## config.mk

```make
export PLATFORM = sky130hd
export DESIGN_NAME = conv_window_scheduler
export DESIGN_NICKNAME = d
export VERILOG_FILES = /design/src/rtl/conv_pkg.sv /design/src/rtl/window_addr_gen.sv /design/src/rtl/conv_window_scheduler.sv
export SDC_FILE = /design/constraint.sdc
export NUM_CORES = 1
export LEC_CHECK = 0
export CORE_MARGIN = 2
export CORE_UTILIZATION = 58
export DETAILED_ROUTE_END_ITERATION = 16
export PLACE_DENSITY_LB_ADDON = 0.2
export SYNTH_ARGS = -nofsm -noshare
export SYNTH_HDL_FRONTEND = slang
export SYNTH_HIERARCHICAL = 1
export SYNTH_SLANG_ARGS = --single-unit
```

## constraint.sdc

```tcl
create_clock -name clk -period 3.2 [get_ports clk]
set_input_delay 0.32 -clock clk [delete_from_list [all_inputs] [get_ports clk]]
set_output_delay 0.32 -clock clk [all_outputs]
set_load 0.1 [all_outputs]
```

## src/rtl/conv_pkg.sv

```systemverilog
// Shared definitions for the convolution window scheduler.
//   state_t  : scheduler FSM encoding (IDLE, FETCH, WAIT, WRITE, DONE)
//   out_dim  : output feature-map side for a given image side, kernel and stride
//   taps     : number of taps in a KxK window
//   cnt_w    : counter width able to hold 0..bound-1 (never narrower than 1 bit)
package conv_pkg;

  typedef enum logic [2:0] {
    IDLE  = 3'd0,
    FETCH = 3'd1,
    WAIT  = 3'd2,
    WRITE = 3'd3,
    DONE  = 3'd4
  } state_t;

  function automatic int out_dim(input int img, input int k, input int stride);
    return (img - k) / stride + 1;
  endfunction

  function automatic int taps(input int k);
    return k * k;
  endfunction

  // A bound of 1 still needs a 1-bit counter; $clog2(1) would give 0.
  function automatic int cnt_w(input int bound);
    return (bound <= 1) ? 1 : $clog2(bound);
  endfunction

endpackage

```

## src/rtl/window_addr_gen.sv

```systemverilog
// Tap counter and incremental read-address generator for one KxK window.
//   clk, rst     : clock and synchronous active-high reset
//   i_start      : load a new window origin from i_base, clear kr/kc
//   i_step       : advance to the next tap (held once the last tap is reached)
//   i_base       : window origin address (top-left pixel)
//   o_addr       : address of the current tap
//   o_first_tap  : current tap is (0,0)
//   o_last_tap   : current tap is (K-1,K-1)
module window_addr_gen
  import conv_pkg::*;
#(
  parameter int IMG_W  = 28,
  parameter int K      = 3,
  parameter int ADDR_W = 10
) (
  input  logic              clk,
  input  logic              rst,
  input  logic              i_start,
  input  logic              i_step,
  input  logic [ADDR_W-1:0] i_base,
  output logic [ADDR_W-1:0] o_addr,
  output logic              o_first_tap,
  output logic              o_last_tap
);

  localparam int KW = cnt_w(K);
  localparam logic [KW-1:0]     K_MAX    = KW'(K - 1);
  localparam logic [ADDR_W-1:0] ROW_STEP = ADDR_W'(IMG_W);

  logic [KW-1:0]     r_kr;
  logic [KW-1:0]     r_kc;
  logic [ADDR_W-1:0] r_row_start;
  logic [ADDR_W-1:0] r_addr;
  logic              w_kc_wrap;

  assign w_kc_wrap   = (r_kc == K_MAX);
  assign o_first_tap = (r_kr == '0) && (r_kc == '0);
  assign o_last_tap  = (r_kr == K_MAX) && w_kc_wrap;
  assign o_addr      = r_addr;

  // Address is built by addition only: +1 along a kernel row, and the
  // remembered row start plus one image line when the kernel row wraps.
  // Stepping past the last tap is suppressed so the address never leaves
  // the window (and therefore never leaves the image).
  always_ff @(posedge clk) begin
    if (rst) begin
      r_kr        <= '0;
      r_kc        <= '0;
      r_row_start <= '0;
      r_addr      <= '0;
    end else if (i_start) begin
      r_kr        <= '0;
      r_kc        <= '0;
      r_row_start <= i_base;
      r_addr      <= i_base;
    end else if (i_step && !o_last_tap) begin
      if (w_kc_wrap) begin
        r_kc        <= '0;
        r_kr        <= r_kr + 1'b1;
        r_row_start <= r_row_start + ROW_STEP;
        r_addr      <= r_row_start + ROW_STEP;
      end else begin
        r_kc        <= r_kc + 1'b1;
        r_addr      <= r_addr + 1'b1;
      end
    end
  end

endmodule

```

## src/rtl/conv_window_scheduler.sv

```systemverilog
// Convolution window scheduler: sweeps a KxK window over one feature-map
// channel, issues tap reads, strobes the MAC and writes each patch result.
//   clk, rst   : clock and synchronous active-high reset
//   conv_en    : CONV phase level from the layer controller
//   rd_en      : input memory read strobe (one tap per cycle)
//   rd_addr    : input pixel address
//   mac_valid  : tap data valid at the MAC (rd_en delayed one cycle)
//   mac_first  : first tap of a patch (MAC clears accumulator)
//   mac_last   : last tap of a patch
//   res_valid  : MAC patch result ready (only looked at while waiting)
//   wr_en      : output write request, held until wr_ready
//   wr_addr    : output position index row*OUT_W+col
//   wr_ready   : output memory accepts the write
//   conv_done  : sweep complete, held until conv_en drops
//   busy       : scheduler not idle
module conv_window_scheduler
  import conv_pkg::*;
#(
  parameter int IMG_W   = 28,
  parameter int IMG_H   = 28,
  parameter int K       = 3,
  parameter int STRIDE  = 1,
  parameter int ADDR_W  = 10,
  parameter int OADDR_W = 10
) (
  input  logic               clk,
  input  logic               rst,
  input  logic               conv_en,
  output logic               rd_en,
  output logic [ADDR_W-1:0]  rd_addr,
  output logic               mac_valid,
  output logic               mac_first,
  output logic               mac_last,
  input  logic               res_valid,
  output logic               wr_en,
  output logic [OADDR_W-1:0] wr_addr,
  input  logic               wr_ready,
  output logic               conv_done,
  output logic               busy
);

  localparam int OUT_W = out_dim(IMG_W, K, STRIDE);
  localparam int OUT_H = out_dim(IMG_H, K, STRIDE);
  localparam int CW    = cnt_w(OUT_W);
  localparam int RW    = cnt_w(OUT_H);

  localparam logic [CW-1:0]     COL_MAX       = CW'(OUT_W - 1);
  localparam logic [RW-1:0]     ROW_MAX       = RW'(OUT_H - 1);
  localparam logic [ADDR_W-1:0] BASE_COL_STEP = ADDR_W'(STRIDE);
  localparam logic [ADDR_W-1:0] BASE_ROW_STEP = ADDR_W'(STRIDE * IMG_W);

  state_t              r_state;
  state_t              w_next;

  logic [RW-1:0]       r_out_row;
  logic [CW-1:0]       r_out_col;
  logic [OADDR_W-1:0]  r_oaddr;
  logic [ADDR_W-1:0]   r_base;
  logic [ADDR_W-1:0]   r_row_base;

  logic                r_mac_valid_p1;
  logic                r_mac_first_p1;
  logic                r_mac_last_p1;

  logic                w_first_tap;
  logic                w_last_tap;
  logic                w_launch;
  logic                w_last_pos;
  logic                w_advance;
  logic                w_row_wrap;
  logic [ADDR_W-1:0]   w_next_base;
  logic                w_ag_start;
  logic [ADDR_W-1:0]   w_ag_base;

  assign w_launch    = (r_state == IDLE) && conv_en;
  assign w_last_pos  = (r_out_row == ROW_MAX) && (r_out_col == COL_MAX);
  assign w_advance   = (r_state == WRITE) && wr_ready && !w_last_pos;
  assign w_row_wrap  = (r_out_col == COL_MAX);
  assign w_next_base = w_row_wrap ? (r_row_base + BASE_ROW_STEP)
                                  : (r_base + BASE_COL_STEP);

  // The address generator is loaded in the same edge that enters FETCH, so
  // the first tap address is already valid on the first FETCH cycle.
  assign w_ag_start  = w_launch || w_advance;
  assign w_ag_base   = w_launch ? '0 : w_next_base;

  window_addr_gen #(
    .IMG_W  (IMG_W),
    .K      (K),
    .ADDR_W (ADDR_W)
  ) u_addr_gen (
    .clk         (clk),
    .rst         (rst),
    .i_start     (w_ag_start),
    .i_step      (rd_en),
    .i_base      (w_ag_base),
    .o_addr      (rd_addr),
    .o_first_tap (w_first_tap),
    .o_last_tap  (w_last_tap)
  );

  always_ff @(posedge clk) begin
    if (rst) begin
      r_state <= IDLE;
    end else begin
      r_state <= w_next;
    end
  end

  // res_valid only matters in WAIT; conv_en only in IDLE and DONE, so a
  // drop mid-sweep lets the sweep finish and DONE then lasts one cycle.
  always_comb begin
    w_next    = r_state;
    rd_en     = 1'b0;
    wr_en     = 1'b0;
    conv_done = 1'b0;
    busy      = 1'b1;
    case (r_state)
      IDLE: begin
        busy = 1'b0;
        if (conv_en) w_next = FETCH;
      end
      FETCH: begin
        rd_en = 1'b1;
        if (w_last_tap) w_next = WAIT;
      end
      WAIT: begin
        if (res_valid) w_next = WRITE;
      end
      WRITE: begin
        wr_en = 1'b1;
        if (wr_ready) w_next = w_last_pos ? DONE : FETCH;
      end
      DONE: begin
        conv_done = 1'b1;
        if (!conv_en) w_next = IDLE;
      end
      default: begin
        busy   = 1'b0;
        w_next = IDLE;
      end
    endcase
  end

  // Output position, write index and window origin; all advance on the
  // accepted write, so wr_addr stays stable through a wr_ready stall.
  always_ff @(posedge clk) begin
    if (rst) begin
      r_out_row  <= '0;
      r_out_col  <= '0;
      r_oaddr    <= '0;
      r_base     <= '0;
      r_row_base <= '0;
    end else if (w_launch) begin
      r_out_row  <= '0;
      r_out_col  <= '0;
      r_oaddr    <= '0;
      r_base     <= '0;
      r_row_base <= '0;
    end else if (w_advance) begin
      r_oaddr <= r_oaddr + 1'b1;
      r_base  <= w_next_base;
      if (w_row_wrap) begin
        r_out_col  <= '0;
        r_out_row  <= r_out_row + 1'b1;
        r_row_base <= w_next_base;
      end else begin
        r_out_col  <= r_out_col + 1'b1;
      end
    end
  end

  // ---- stage p1: tap data returns one cycle after the read strobe ----
  always_ff @(posedge clk) begin
    if (rst) begin
      r_mac_valid_p1 <= 1'b0;
      r_mac_first_p1 <= 1'b0;
      r_mac_last_p1  <= 1'b0;
    end else begin
      r_mac_valid_p1 <= rd_en;
      r_mac_first_p1 <= rd_en && w_first_tap;
      r_mac_last_p1  <= rd_en && w_last_tap;
    end
  end

  assign mac_valid = r_mac_valid_p1;
  assign mac_first = r_mac_first_p1;
  assign mac_last  = r_mac_last_p1;
  assign wr_addr   = r_oaddr;

endmodule

```

# == Yosys cells after proc, flatten, opt, wreduce, memory -nomap -nowiden ==
# Cells that the tools add are included.
# word_totals
regBits,70
latchBits,0
mem_bits_rw,0
rom_bits,0
in_bits,5
output_inout_bits,27
memories,0
# op_classes
addsub,9
multipliers,0
div_mod_pow,0
n_lt_le_gt_ge,0
n_eq_ne,13
shifts,0
muxes,21
n_bitwise,0
reduce_logical,24
# op_table
operator,n
10-bit 2-to-1 mux,8
10-bit by 1-bit adder with 10-bit output (second input constant),3
10-bit by 5-bit adder with 10-bit output (second input constant),2
3-bit 2-to-1 mux,6
3-bit case mux with 5 select lines,1
5-bit by 1-bit adder with 5-bit output (second input constant),2
5-bit equality test (second input constant),2
1-bit logical AND,9
2-bit != test (second input constant),4
3-bit by 2-bit equality test with 1-bit output (second input constant),2
2-bit AND reduction,3
5-bit 2-to-1 mux,1
5-bit AND reduction,1
2-bit by 1-bit adder with 2-bit output (second input constant),2
2-bit equality test (second input constant),2
2-bit logical NOT,2
1-bit 2-to-1 mux,4
2-bit nonzero test,2
2-bit OR reduction,2
4-bit OR reduction,1
3-bit by 1-bit equality test with 1-bit output (second input constant),1
3-bit equality test (second input constant),1
3-bit logical NOT,1
1-bit logical NOT,2
other kinds (3),3

# == Depth between registers and ports, before layout ==
# depth
depth_word,7
ltp_mapped,12
depth_no_buf,11

# == Hierarchy ==
# Netlist, hierarchy kept.
# by_module_without_submodules
mod,n_inst,cells_each,area_each_um2,seq_area_each_um2
conv_window_scheduler,1,276,2324.7,920.9
window_addr_gen,1,189,1517.7,480.5

# == Least setup slack after synthesis ==
# Ideal clock, no wire load.
# synth_timing
path_type,register to register
from,register r_state[2]
to,"register u_addr_gen.r_addr[8], in the netlist u_addr_gen/o_addr[8]"
setup_time_ns,0.118
t_arrival_ns,4.019
path_slack_ns,-0.938
stages_incl_launch_ff,7
path_buffers,2
cell_sequence,dfxtp_1 -> clkbuf_1 -> nor3b_1 -> buf_2 -> and3_1 -> or4b_1 -> o2111a_1
# synth_via
elab_cells_between_ends,12
# synth_lines
element,line_no,source
start: declaration,conv_window_scheduler.sv:52,state_t r_state;
start signal: assignment,conv_window_scheduler.sv:106,r_state <= w_next;
3-bit by 1-bit equality test with 1-bit output,conv_window_scheduler.sv:118,case (r_state)
1-bit 2-to-1 mux,conv_window_scheduler.sv:118,
named net rd_en,conv_window_scheduler.sv:29,"output logic rd_en,"
1-bit logical AND,window_addr_gen.sv:56,end else if (i_step && !o_last_tap) begin
2-bit nonzero test (no line),n/a,
end signal: assignment,window_addr_gen.sv:55,r_addr <= i_base;
end signal: assignment,window_addr_gen.sv:61,r_addr <= r_row_start + ROW_STEP;
end signal: assignment,window_addr_gen.sv:64,r_addr <= r_addr + 1'b1;
end: declaration,window_addr_gen.sv:33,logic [ADDR_W-1:0] r_addr;
# The timed path passes the listed nets, and every way through them passes these cells.
# A chain may end at the register's enable or synchronous reset.

# == Worst setup path after layout ==
# layout_timing
from,register r_state[1]
to,"register u_addr_gen.r_addr[7], in the netlist u_addr_gen/o_addr[7]"
# layout_via
elab_chain_len,5
elab_cells_between_ends,12
# layout_lines
element,line_no,source
3-bit by 2-bit equality test with 1-bit output,conv_window_scheduler.sv:77,assign w_advance = (r_state == WRITE) && wr_ready && !w_last_pos;
1-bit logical AND (2 in series),conv_window_scheduler.sv:77,
1-bit logical OR *,conv_window_scheduler.sv:84,assign w_ag_start = w_launch || w_advance;
named net w_ag_start,conv_window_scheduler.sv:72,logic w_ag_start;
10-bit 2-to-1 mux or 2-bit nonzero test (tied branches),n/a,
# Mark *: on every way through the listed nets, which the timed path passes. The rest lies on a longest branch.

==> results.cfg <==
[yosys]
synth_cells = 465
synth_edf_count = 0
mappedNetlistArea_sq_um = 3840
synth_flop_cell = dfxtp_1
synth_compound_area_frac = 0.167
async_flop_share = 0
syn_nets = 481
synth-simple-area-share = 0.264
synth_adder_area_share = 0.0358
synth_seq_cells = 70
avgSynthCellArea_sq_um = 8.26
synth_top_family_by_area = simple AND/OR/NAND/NOR gates
synth_seq_area_share = 0.365
synth_mux_area_frac = 0.0238
ys_types = 65
ys_warn_count = 6
synth-xor-area-share = 0.0912

[cts]
htree_levels = 3
cts_tree = built
holdBufCountCts = 0
cts_root_buf = clkbuf_8
cts_buffers = 9
clock_path_buffers = 2
clkSinkCount = 70
cts.clk_slew.worst_paths_ns = 0.07
cts_setup_buffers = 0
cts_resized = 0
insertion_delay_ns = 0.35

[setup_path]
critPathCaptureType = register
worstReg2RegStart = r_state[1]
rr_endpoint = u_addr_gen/o_addr[7]
path_max_fanout = 32
worstPathRequired_ns = 3.46
r2r_setup_slack_ns = 0.69
cp.arrival_ns = 2.78
cp-start-kind = register
worstRegToRegCells = 7
crit_type = reg2reg

[route]
wire_per_inst_um = 15.4
routed_wl_mm = 8.79
viasPerCell = 6.05
drc = 0
drt_iter0_markers = 256
vias = 3460
first_pass_iters = 5
detail-route-antenna-nets = 0

[place]
dpl.cell_count = 556
dpl_cell_area_sq_um = 4170
io_buffer_count = 31
dp_hpwl_mm = 6.25
gp_congestion = 0.919

[pwr]
ir_drop_v = 0.000308
cellPowerDensity_nw_per_um2 = 458
p_leak_nw = 1.58

[sta]
layout_min_cycle_time_ns = 2.51
fin_crit_sh = 0.785
final_max_slew_viol_count = 0
setup_viol = 0
holdWs_ns = 0.468
relSlewSlack = 0.345
tns_ns = 0
finClkSkew_ns = 0.0112
hold_violations = 0
rsz0062_at_grt = no
max_freq_mhz = 398
worstMarginPinSlew_ns = 0.979

[worst_hold_path]
min-delay-start = u_addr_gen/r_row_start[0]
hold_path_end = u_addr_gen/r_row_start[0]
hp-class = reg2reg
hold_depth = 2

[final_layout]
layout-drive-gt1-share = 0.0808
fill_cells = 519
nNetsFinal = 506
layout.cells.non_filler = 572
area_growth_pct = 14.0
design_area_sq_um = 4380
final_cell_mix = 70 x dfxtp_1, 59 x nor2_1, 34 x nand2_1
num_antenna_cells = 0
seq_area_sq_um = 1400
layout_commonest_cell = dfxtp_1
multi_input_area_sq_um = 2240

[global_routing]
grt_max_degree = 33
grt_pass1_vias = 3167
globalRouteOverflowTotal = 0
grt_pass1_wl_mm = 14.6
track_usage = 0.250
grt_antenna_before_repair = 0

[floorplan]
rows = 29
die_y_um = 85.4
io_pins = 32
die_w_um = 85.4
start_util = 0.602
die_area_sq_um = 7290
coreArea_sq_um = 6390

[job]
cap_violations = 0

[status]
status = complete, no violations
==> synth_stat cells (3+ instances only) <==
cell type / n / share of area
xor2_1: 19 / 0.043
nor2_1: 59 / 0.058
a311o_1: 3 / 0.0078
nand4_1: 14 / 0.023
dfxtp_1: 70 / 0.36
nor2b_1: 7 / 0.011
and4_1: 5 / 0.011
a211oi_1: 8 / 0.016
a21oi_1: 25 / 0.033
nor3_1: 17 / 0.022
nand2b_1: 4 / 0.0065
or3_1: 4 / 0.0065
and2_1: 8 / 0.013
xnor2_1: 21 / 0.048
nand2_1: 34 / 0.033
clkbuf_1: 5 / 0.0049
buf_2: 17 / 0.022
and3_1: 3 / 0.0049
mux2i_1: 8 / 0.021
nand3_1: 18 / 0.023
nor3b_1: 3 / 0.0059
o22ai_1: 6 / 0.0098
nor4_1: 3 / 0.0049
o211ai_1: 3 / 0.0059
o21ai_0: 25 / 0.033
inv_1: 17 / 0.017
ha_1: 11 / 0.036
==> critical path, stage by stage, from the launching register on <==
cell and delay, ns:
dfxtp_1 0.51, and4b_1 0.38, o21ai_1 0.14, nand2b_1 0.10
buf_4 0.31, a21oi_2 0.16, a2111oi_0 0.62, o2bb2ai_1 0.20
==> per-layer routing <==
metal | part of all wire | global-route usage
met3 | 0.059 | 0.0409
met1 | 0.46 | 0.342
met5 | 0 | 0
met4 | 0.026 | 0.110
met2 | 0.45 | 0.389
==> per-stage QoR <==
stage                     total power, mW  setup slack [ns]  utilization
after floorplan                      1.17             0.197            -
after global placement               1.24             0.751        0.652
after detailed placement             1.24             0.629        0.652
after CTS                            2.02             0.732        0.686
after global routing                 2.08             0.464        0.686
final                                2.01             0.687        0.686
==> cells by family after synthesis <==
logic type / Yosys count
XOR/XNOR: 40
multiplexers: 9
flip-flops: 70
buffers and inverters: 43
adder cells (fa/ha/maj): 11
AND/OR/NAND/NOR: 194
AO/OA/AOI/OAI: 98
==> final cells by class <==
class                           instances  area share
Sequential cell                        70       0.320
Tap cell                               77      0.0220
Clock inverter                          4      0.0160
Multi-Input combinational cell        352       0.512
Clock buffer                           12      0.0331
Inverter                               17      0.0146
Timing Repair Buffer                   40      0.0828
==> where the power goes <==
group | leakage (nW) | internal, mW | total, mW | switching, mW
registers | 0.567 | 0.893 | 0.925 | 0.0326
clock network | 0.110 | 0.458 | 0.780 | 0.321
logic | 0.904 | 0.0902 | 0.302 | 0.212
==> sequential cells by signal (all words and copies together) (netlist names) <==
signal	flops
mac_first	1
mac_last	1
mac_valid	1
r_base	10
r_out_col	5
r_out_row	5
r_row_base	10
r_state	3
u_addr_gen/o_addr	10
u_addr_gen/r_kc	2
u_addr_gen/r_kr	2
u_addr_gen/r_row_start	10
wr_addr	10
==> worst max-delay path by stage <==
stage                      endpoint         start  slack, ns
2_1_floorplan  u_addr_gen/o_addr[8]    r_state[2]       0.20
3_3_place_gp   u_addr_gen/o_addr[9]      wr_ready       0.75
3_5_place_dp   u_addr_gen/o_addr[7]      wr_ready       0.63
4_1_cts        u_addr_gen/o_addr[8]  r_out_col[0]       0.73
5_1_grt        u_addr_gen/o_addr[9]  r_out_col[0]       0.46
6_report       u_addr_gen/o_addr[7]    r_state[1]       0.69
Power figures use the tool's default switching activity.
